--- src/rtl/hazard_unit.sv ---
// rtl/hazard_unit.sv - pipeline hazard unit: operand forwarding, load-use and mul/div stalls
//
// Purpose: selects forwarding sources for the decode-stage operands, detects
// load-use hazards, and tracks one outstanding multiply/divide result so that
// dependent or structurally conflicting instructions are held in decode.
// Optional macro HAZARD_PERF_EN adds saturating stall performance counters.
//
// Ports:
//   clk, reset_n         clock, asynchronous active-low reset
//   rs, rt               decode-stage source registers
//   rs_used, rt_used     decode instruction actually reads rs / rt
//   src_dst, src_rw      packed destination and write enable per forwarding source
//                        (0=EX, 1=MEM, 2=WB, 3=extra stage)
//   ex_load              instruction in EX is a load
//   md_issue, md_dst     mul/div issuing from decode and its destination
//   ctrl_rs, ctrl_rt     operand select: 0=regfile, i+1=forwarding source i
//   stall                hold decode/fetch, bubble into EX
//   md_busy              mul/div result outstanding
//   stall_cycles         (HAZARD_PERF_EN) cycles with stall asserted
//   md_stall_cycles      (HAZARD_PERF_EN) cycles stalled by the mul/div scoreboard
module hazard_unit #(
  parameter int NSRC   = 3,
  parameter int REGW   = 5,
  parameter int MD_LAT = 4,
  localparam int SELW  = $clog2(NSRC + 1)
) (
  input  logic                 clk,
  input  logic                 reset_n,
  input  logic [REGW-1:0]      rs,
  input  logic [REGW-1:0]      rt,
  input  logic                 rs_used,
  input  logic                 rt_used,
  input  logic [NSRC*REGW-1:0] src_dst,
  input  logic [NSRC-1:0]      src_rw,
  input  logic                 ex_load,
  input  logic                 md_issue,
  input  logic [REGW-1:0]      md_dst,
  output logic [SELW-1:0]      ctrl_rs,
  output logic [SELW-1:0]      ctrl_rt,
  output logic                 stall,
  output logic                 md_busy
`ifdef HAZARD_PERF_EN
  ,
  output logic [31:0]          stall_cycles,
  output logic [31:0]          md_stall_cycles
`endif
);

  logic [3:0]      md_cnt_q, md_cnt_d;
  logic [REGW-1:0] md_reg_q, md_reg_d;
  logic [REGW-1:0] ex_dst;
  logic            load_use;
  logic            md_raw;
  logic            md_struct;
  logic            md_stall;
  logic            md_accept;

  // Walk from the oldest source down to EX so the youngest matching producer
  // (lowest index) is the one left in the select.
  always_comb begin
    ctrl_rs = '0;
    ctrl_rt = '0;
    for (int i = NSRC - 1; i >= 0; i--) begin
      if (src_rw[i] && (src_dst[i*REGW +: REGW] != '0)) begin
        if (src_dst[i*REGW +: REGW] == rs) ctrl_rs = SELW'(i + 1);
        if (src_dst[i*REGW +: REGW] == rt) ctrl_rt = SELW'(i + 1);
      end
    end
  end

  assign ex_dst   = src_dst[REGW-1:0];
  assign load_use = ex_load && src_rw[0] && (ex_dst != '0) &&
                    ((rs_used && (ex_dst == rs)) || (rt_used && (ex_dst == rt)));

  assign md_busy   = (md_cnt_q != '0);
  assign md_raw    = md_busy && (md_reg_q != '0) &&
                     ((rs_used && (md_reg_q == rs)) || (rt_used && (md_reg_q == rt)));
  // A single result slot: a new mul/div waits until the previous one drains.
  assign md_struct = md_issue && md_busy;
  assign md_stall  = md_raw || md_struct;
  assign stall     = load_use || md_stall;
  assign md_accept = md_issue && !stall;

  always_comb begin
    md_cnt_d = md_cnt_q;
    md_reg_d = md_reg_q;
    if (md_accept) begin
      md_cnt_d = 4'(MD_LAT);
      md_reg_d = md_dst;
    end else if (md_cnt_q != '0) begin
      md_cnt_d = md_cnt_q - 4'd1;
    end
  end

  always_ff @(posedge clk or negedge reset_n) begin
    if (!reset_n) begin
      md_cnt_q <= '0;
      md_reg_q <= '0;
    end else begin
      md_cnt_q <= md_cnt_d;
      md_reg_q <= md_reg_d;
    end
  end

`ifdef HAZARD_PERF_EN
  logic [31:0] stall_cnt_q, stall_cnt_d;
  logic [31:0] md_stall_cnt_q, md_stall_cnt_d;

  always_comb begin
    stall_cnt_d    = stall_cnt_q;
    md_stall_cnt_d = md_stall_cnt_q;
    if (stall && (stall_cnt_q != '1))       stall_cnt_d    = stall_cnt_q + 32'd1;
    if (md_stall && (md_stall_cnt_q != '1)) md_stall_cnt_d = md_stall_cnt_q + 32'd1;
  end

  always_ff @(posedge clk or negedge reset_n) begin
    if (!reset_n) begin
      stall_cnt_q    <= '0;
      md_stall_cnt_q <= '0;
    end else begin
      stall_cnt_q    <= stall_cnt_d;
      md_stall_cnt_q <= md_stall_cnt_d;
    end
  end

  assign stall_cycles    = stall_cnt_q;
  assign md_stall_cycles = md_stall_cnt_q;
`endif

endmodule

--- config.mk ---
export PLATFORM = sky130hd
export DESIGN_NAME = hazard_unit
export DESIGN_NICKNAME = d
export VERILOG_FILES = /design/src/rtl/hazard_unit.sv
export SDC_FILE = /design/constraint.sdc
export NUM_CORES = 1
export LEC_CHECK = 0
export CORE_ASPECT_RATIO = 0.7
export CORE_UTILIZATION = 38
export DETAILED_ROUTE_END_ITERATION = 10
export PLACE_DENSITY = 0.77
export SYNTH_ARGS = -nofsm -noshare
export SYNTH_HDL_FRONTEND = slang
export SYNTH_SLANG_ARGS = --single-unit
--- constraint.sdc ---
create_clock -name clk -period 2 [get_ports clk]
set_clock_uncertainty 0.1 [all_clocks]
set_input_delay 0.5 -clock clk [delete_from_list [all_inputs] [get_ports clk]]
set_output_delay 0.5 -clock clk [all_outputs]
set_load 0.1 [all_outputs]
==> results_dict.tcl <==
set metrics [dict create \
    status "finished with violations" \
    violations "setup timing" \
    io_buffers 44 \
    cts-root-buf "clkbuf_8" \
    clock_sinks 9 \
    dp_hpwl_mm 3.02 \
    drt_first_iter_violations 59 \
    wl_mm 4.84 \
    gp_congestion 0.909 \
    synthFlopType "dfrtp_1" \
    die_h_um 45.2 \
    ff_latch_area_um2 225 \
    cts_buffers 3 \
    via_per_inst 5.49 \
    hold_viol 0 \
    grt_pass1_vias 1353 \
    antenna_cells 0 \
    synth_top_area_share_pct 24.3 \
    clockBufferDepth 2 \
    synth.largest_area_cell "xnor2_1" \
    initial_core_util_pct 40.5 \
    synth_edf_count 0 \
    power.density_mw_per_mm2 857 \
    clk_latency_ns 0.24 \
    slowest_stage "nor4_1" \
    drive_gt1_share_pct 59.5 \
    slowest_delay_ns 0.33 \
    nets 247 \
    cp.arrival_ns 1.89 \
    fin_crit_ns 2.49 \
    n_fill_cell 130 \
    core_area_mm2 0.00250 \
    ys_warn_count 0 \
    crit_fanout 2 \
    fin_total_pwr_uw 1830 \
    crit_chain "buf_6 > buf_6 > xor2_1 > nor4_1 > nand3_1 > buf_6 > a21boi_4 > buf_12" \
    io_pins 45 \
    maxCapViolCount 0 \
    cts_tree "done" \
    ys_seq_area_share_pct 22.3 \
    fin_crit_sh_pct 125 \
    synth_common_cells "xnor2_1 (28), xor2_1 (14), dfrtp_1 (9)" \
    rsz0062_at_grt "yes" \
    maxSlewViolCount 0 \
    hold_slack_ns 0.433 \
    p_leak_uw 0.000974 \
    routedWlPerCell_um 20.3 \
    netlist_area_mm2 0.00101 \
    row_count 15 \
    syn-instance-count 114 \
    worst_slack_ns -0.494 \
    die_w_um 63.7 \
    tns_ns -2.24 \
    clkSlewWorstSetupHoldPaths_ns 0.05 \
    grt-ovfl-total 0 \
    grt_max_degree 10 \
    fmax_mhz 401 \
    die_area_mm2 0.00287 \
    antenna_found_initial 0 \
    placed_area_mm2 0.00190 \
    tightest_slew_ns 0.441 \
    stdcell_count 239 \
    hold_class "flip-flop to flip-flop" \
    syn-num-nets 155 \
    h-tree-depth 1 \
    endpoint_kind "primary output" \
    worstPathRequired_ns 1.40 \
    crit_top_cell "buf_6" \
    synth.distinct_cells 28 \
    worstSetupPathType "primary input to primary output" \
    synth.most_common_cell "xnor2_1" \
    design_area_mm2 0.00213 \
    vdd_ir_drop_max_mv 0.751 \
    syn_to_final_growth_pct 111 \
    num_vias 1311 \
    postRouteAntennaNets 0 \
    grt_usage_pct 33.7 \
    grt_pass1_wl_mm 6.98 \
    syn_area_per_cell_um2 8.87 \
    ys_ff_latch 9 \
    post-route-drc-count 0 \
    dpl.cell_count 223 \
    multi_input_area_mm2 0.00101 \
    drt-pass1-iter-count 4 \
    async_reset_ff_share_pct 100 \
    setup_violations 10 \
    cp-start-kind "primary input" \
    relSlewSlack_pct 70.5 \
    ys_top_cells_by_area "xnor2_1 (24%), dfrtp_1 (22%), xor2_1 (12%)" \
]
## layout by cell type (no fill, tap or decap), types with 2 or more instances in the layout
cell type	count
buf_4	37
xnor2_1	19
buf_6	15
xor2_1	14
clkdlybuf4s50_1	11
buf_2	11
xnor2_2	9
dfrtp_1	9
nand2_1	7
buf_12	6
mux2_4	5
clkbuf_2	5
nand3_1	4
o21ai_4	4
or4_4	3
nand4_1	3
nor2_1	3
clkbuf_8	3
dlygate4sd2_1	3
inv_2	2
nor4_1	2
nor3_4	2
nor3_2	2
nor3_1	2
or3_4	2
a21boi_4	2
## worst max-delay path: cells and delay by family
family	cells	cell delay [ns]
buffers and inverters	4	0.56
AOI/OAI and AO/OA	1	0.18
xor gates and xnor gates	1	0.15
and+or+nand+nor	2	0.50
## per-stage QoR
step / worst slack (ns) / utilization (%)
global route: -0.502 / 85.5
floorplan: -0.572 / -
finish: -0.494 / 85.5
detailed placement: -0.854 / 75.9
CTS: -0.474 / 82.6
global placement: -0.809 / 75.9
## routing by layer
layer / vias to the layer above / routed length, um / GRT usage (%)
li1: 587 / - / -
met1: 648 / 2030 / 39.7
met2: 54 / 2380 / 61.7
met3: 22 / 223 / 5.30
met4: 0 / 205 / 15.5
met5: - / 0 / 0
## layout make-up
type	instances	area share (%)
multi-input combinational	100	47.4
timing repair buffer	89	37.2
sequential	9	10.6
tap	34	1.99
clock buffer	3	1.93
inverter	3	0.703
clock inverter	1	0.234
## registers in the layout, indices dropped and copies added, names as in the netlist
| signal | flops |
|---|---|
| md_cnt_q | 4 |
| md_reg_q | 5 |
## logic make-up (layout without fill, tap and decap cells)
| kind of cell | count (synthesis) | after routing | share of synthesized area [%] |
|---|---|---|---|
| multiplexers | 5 | 5 | 7.43 |
| flip-flops | 9 | 9 | 22.3 |
| AND/OR/NAND/NOR | 35 | 35 | 18.2 |
| buffers and inverters | 5 | 96 | 2.72 |
| AO/OA/AOI/OAI | 16 | 16 | 10.5 |
| XOR/XNOR | 42 | 42 | 36.4 |
| adder cells (fa/ha/maj) | 2 | 2 | 2.47 |
## repair_timing
action                     in CTS  in global routing
hold buffers                    0                  0
resized for setup             108                 33
pin swaps                      24                 25
gates cloned                    0                  0
setup buffers                   8                  7
setup endpoints to repair      14                 13
## final timing paths
path	start	end	slack [ns]	depth (start not counted)
hold / removal	md_cnt_q[3]$_DFFE_PN0P_	md_cnt_q[3]$_DFFE_PN0P_	0.43	1
hold reg to reg	md_cnt_q[3]$_DFFE_PN0P_	md_cnt_q[3]$_DFFE_PN0P_	0.43	1
setup / recovery	src_dst[12]	ctrl_rs[1]	-0.49	8
setup reg to reg	md_cnt_q[0]$_DFFE_PN0P_	md_reg_q[0]$_DFFE_PN0P_	0.16	7
min in group asynchronous	reset_n	md_cnt_q[3]$_DFFE_PN0P_	0.47	1
max in group asynchronous	reset_n	md_reg_q[2]$_DFFE_PN0P_	1.02	1
## where the power goes
part | switching, uW | internal [uW] | leakage, uW
Clock | 81.5 | 137 | 0.0000255
Sequential | 140 | 279 | 0.000108
Combinational | 551 | 641 | 0.000840
Total | 773 | 1060 | 0.000974
Power figures use the tool's default switching activity.
